[src/rtl/inpass_debounce_sync.sv]
// inpass_debounce_sync: per-bit pad synchroniser and debouncer with rise/fall event pulses
// Ports: clk; rst_n (async, active-low); pad_i raw pads; level_o debounced level;
//   rise_o/fall_o one-cycle pulses on level_o edges; pend_o sticky event flags cleared by ack_i.
// Build option INPASS_EVENT_LATCH_EN: enables pend_o/ack_i; undefined ties pend_o to 0 and ignores ack_i.
module inpass_debounce_sync #(
  parameter int WIDTH       = 4,
  parameter int SYNC_STAGES = 2,
  parameter int DB_CYCLES   = 16,
  parameter int CNT_W       = $clog2(DB_CYCLES + 1)
) (
  input  logic             clk,
  input  logic             rst_n,
  input  logic [WIDTH-1:0] pad_i,
  output logic [WIDTH-1:0] level_o,
  output logic [WIDTH-1:0] rise_o,
  output logic [WIDTH-1:0] fall_o,
  output logic [WIDTH-1:0] pend_o,
  input  logic [WIDTH-1:0] ack_i
);
  localparam logic [CNT_W-1:0] CNT_LAST = CNT_W'(DB_CYCLES - 1);
  if (SYNC_STAGES < 2 || DB_CYCLES < 1 || WIDTH < 1) begin : g_bad_param
    $error("inpass_debounce_sync: illegal parameters");
  end
  logic [SYNC_STAGES-1:0][WIDTH-1:0] sync_q;
  logic [WIDTH-1:0][CNT_W-1:0]       cnt_q;
  logic [WIDTH-1:0]                  s;
  assign s = sync_q[SYNC_STAGES-1];
  always_ff @(posedge clk or negedge rst_n)
    if (!rst_n) sync_q <= '0;
    else sync_q <= {sync_q[SYNC_STAGES-2:0], pad_i};
  // Counter only runs while the synced bit disagrees with level_o; any agreement restarts it.
  always_ff @(posedge clk or negedge rst_n)
    if (!rst_n) begin
      cnt_q   <= '0;
      level_o <= '0;
      rise_o  <= '0;
      fall_o  <= '0;
    end else begin
      rise_o <= '0;
      fall_o <= '0;
      for (int i = 0; i < WIDTH; i++)
        if (s[i] == level_o[i]) cnt_q[i] <= '0;
        else if (cnt_q[i] != CNT_LAST) cnt_q[i] <= cnt_q[i] + 1'b1;
        else begin
          cnt_q[i]   <= '0;
          level_o[i] <= s[i];
          rise_o[i]  <= s[i];
          fall_o[i]  <= ~s[i];
        end
    end
`ifdef INPASS_EVENT_LATCH_EN
  // An event arriving with an ack keeps the flag set so it is never lost.
  always_ff @(posedge clk or negedge rst_n)
    if (!rst_n) pend_o <= '0;
    else pend_o <= rise_o | fall_o | (pend_o & ~ack_i);
`else
  logic unused_ack;
  assign unused_ack = ^ack_i;
  assign pend_o = '0;
`endif
endmodule

[config.mk]
export PLATFORM = sky130hd
export DESIGN_NAME = inpass_debounce_sync
export DESIGN_NICKNAME = d
export VERILOG_FILES = /design/src/rtl/inpass_debounce_sync.sv
export SDC_FILE = /design/constraint.sdc
export NUM_CORES = 1
export LEC_CHECK = 0
export ABC_AREA = 1
export BUFFER_PORTS_ARGS = -buffer_cell sky130_fd_sc_hd__buf_4
export CAP_MARGIN = 10
export CORE_MARGIN = 5
export CORE_UTILIZATION = 45
export CTS_BUF_LIST = sky130_fd_sc_hd__clkbuf_4 sky130_fd_sc_hd__clkbuf_8 sky130_fd_sc_hd__clkbuf_16
export CTS_CLUSTER_DIAMETER = 30
export DETAILED_ROUTE_END_ITERATION = 7
export MAX_ROUTING_LAYER = met4
export PLACE_DENSITY = 0.69
export SLEW_MARGIN = 15
export SYNTH_ARGS = -nofsm -noshare
export SYNTH_HDL_FRONTEND = slang
export SYNTH_SLANG_ARGS = --single-unit
[constraint.sdc]
create_clock -name clk -period 2.45 [get_ports clk]
set_input_delay 0.3675 -clock clk [delete_from_list [all_inputs] [get_ports clk]]
set_output_delay 0.3675 -clock clk [all_outputs]
set_load 0.1 [all_outputs]
==> flow_metrics.env <==
export IMPL_grt_pass1_wl_microns=4330
export IMPL_core_sq_um=3390
export IMPL_area_growth_syn_to_layout_pct=15.2
export IMPL_power_density_nw_per_um2=623
export IMPL_antenna_found_initial=0
export IMPL_clk_latency_ns=0.33
export IMPL_grt_max_degree=41
export IMPL_grt_usage_pct=11.5
export IMPL_path_clk_slew_ns=0.10
export IMPL_gp_congestion=0.814
export IMPL_crit_type="flop to primary output"
export IMPL_synth_seq_cells=40
export IMPL_drc=0
export IMPL_rr_worst_depth=4
export IMPL_netSwitchingPower_uw=270
export IMPL_postCtsSetupRepairBufs=0
export IMPL_n_fill_cell=295
export IMPL_synthDistinctLibCells=11
export IMPL_row_count=21
export IMPL_via_per_inst=4.59
export IMPL_switching_share_pct=23.7
export IMPL_syn_area_sq_um=1590
export IMPL_internal_power_uw=870
export IMPL_power_frac_seq_pct=61.7
export IMPL_cp_startpoint="level_o[1]"
export IMPL_cp_cell_sequence="buf_4"
export IMPL_vdd_ir_drop_max_v=0.000353
export IMPL_rr_startpoint="cnt_q[10]"
export IMPL_cts_root_buf="clkbuf_4"
export IMPL_routed_wl_microns=2480
export IMPL_slew_violations=0
export IMPL_first_pass_iters=4
export IMPL_clockBufferDepth=2
export IMPL_start_util_pct=46.9
export IMPL_yosysWarningCount=0
export IMPL_cp_num_buf_inv=1
export IMPL_setup_viol=0
export IMPL_cp_max_fo=4
export IMPL_r2r_setup_slack_ns=1.34
export IMPL_final_setup_skew_ns=0.00291
export IMPL_nets=203
export IMPL_leakagePower_uw=0.00101
export IMPL_portBuffers=17
export IMPL_pwr_share_clk_pct=30.6
export IMPL_finalSetupTns_ns=0
export IMPL_min_path_type="input port to flop"
export IMPL_cp_slowest_cell="dfrtp_1"
export IMPL_min_from="pad_i[0]"
export IMPL_synth_largest_area_cell="dfrtp_1"
export IMPL_seq_area_frac_synth_pct=63.0
export IMPL_combPwrFrac_pct=7.7
export IMPL_r2r_end="cnt_q[13]"
export IMPL_crit_arrival_ns=1.04
export IMPL_async_flop_share_pct=100
export IMPL_die_w_microns=69.4
export IMPL_worstPathRequired_ns=2.08
export IMPL_fmax_ghz=0.712
export IMPL_whs_path_depth=1
export IMPL_finalCritPeriodShare_pct=57.3
export IMPL_drive_gt1_share_pct=14.3
export IMPL_cts_tree="built"
export IMPL_die_height_microns=69.4
export IMPL_post_synth_top_area_fraction_pct=63.0
export IMPL_numCtsBuffers=5
export IMPL_ant_nets=0
export IMPL_clock_sinks=40
export IMPL_crit_path_start_kind="flop"
export IMPL_rsz0062_at_grt="false"
export IMPL_hpwl_microns=1870
export IMPL_critPathTopFamily="flip-flops"
export IMPL_crit_path_end_kind="primary output"
export IMPL_synthFlopType="dfrtp_1"
export IMPL_drt_iter0_drc=66
export IMPL_vias=1079
export IMPL_synth_area_leaders="dfrtp_1 63%, nand2_1 9.4%, nor2_1 7.6%"
export IMPL_report_final_hold_viol_count=0
export IMPL_min_to="sync_q[0]"
export IMPL_h_tree_depth=2
export IMPL_avgRoutedWirePerCell_microns=10.6
export IMPL_postSynthCellCount=165
export IMPL_status="finished, final reports clean"
export IMPL_io_pins=26
export IMPL_synth_edf_count=0
export IMPL_drv_cap=0
export IMPL_die_area_sq_um=4820
export IMPL_synth_common_cells="40 x dfrtp_1, 40 x nand2_1, 32 x nor2_1"
export IMPL_grt_pass1_vias=1077
export IMPL_fin_hold_ws_ns=0.135
export IMPL_slowest_delay_ns=0.40
export IMPL_avgSynthCellArea_sq_um=9.63
export IMPL_diodes=0
export IMPL_overflow=0
export IMPL_final_min_clock_period_ns=1.40
per-stage QoR:
step                cells  worst slack, ns  util (%)  area, sq um  power [uW]
global route          235            0.981      54.0         1830        1200
finish                235             1.05      54.0         1830        1140
CTS                   235             1.02      54.0         1830        1160
detailed placement    227             1.34      51.8         1760         805
floorplan             168             1.02         -         1600         780
global placement      227             1.39      51.8         1760         800
power by group through the flow:
| stage | sequential [uW] | combinational, uW | clock [uW] |
|---|---|---|---|
| global route | 708 | 99.6 | 390 |
| floorplan | 712 | 68.1 | 0 |
| CTS | 704 | 90.1 | 365 |
| global placement | 714 | 85.7 | 0 |
| detailed placement | 717 | 88.6 | 0 |
| finish | 704 | 88.0 | 349 |
final cells by class:
class,instances,area [sq um],area share (%)
clock buffer,7,65.1,3.55
multi-input combinational,100,479,26.2
tap,46,57.6,3.14
inverter,24,90.1,4.92
sequential,40,1000,54.7
timing repair buffer,18,138,7.52
placed cells by master (no fill, tap or decap):
cell type	n
nand3_1	8
dlygate4sd3_1	1
buf_4	17
dfrtp_1	40
xnor2_1	4
nand2_1	40
inv_1	24
nand4_1	5
ha_1	4
clkbuf_4	5
nor2_1	32
clkbuf_8	2
nand4_2	3
conb_1	4
layer usage:
layer  track usage, %  vias to the layer above  wire (microns)
li1                 -                      544               -
met1             11.1                      508             988
met2             20.8                       21            1350
met4             5.21                        0              36
met5                -                        -               0
met3             3.77                        6             106
what timing repair did:
item                                   in CTS  in global routing
hold buffers                                1                  0
endpoints found under the hold margin      40                  0
gates resized for setup                     0                  0
sequential cells by signal (all words and copies together) (netlist names):
signal   count
level_o      4
s            4
fall_o       4
sync_q       4
rise_o       4
cnt_q       20
worst max-delay path by stage:
stage                  to  slack [ns]  cells after the start
2_1_floorplan    cnt_q[5]        1.02                      5
3_3_place_gp     cnt_q[5]        1.39                      4
3_5_place_dp    cnt_q[13]        1.34                      4
4_1_cts        level_o[1]        1.02                      1
5_1_grt        level_o[3]        0.98                      1
6_report       level_o[1]        1.05                      1
kinds of logic (layout without fill, tap and decap cells):
kind of cell	count (synthesis)	after routing	synth area share, %
simple gates	88	88	23.9
flops	40	40	63.0
buf+inv	28	49	7.56
fa+ha+maj	4	4	3.15
xor+xnor	4	4	2.20
other cells	1	4	0.236
Note: power is estimated with default switching activity, not from simulation.
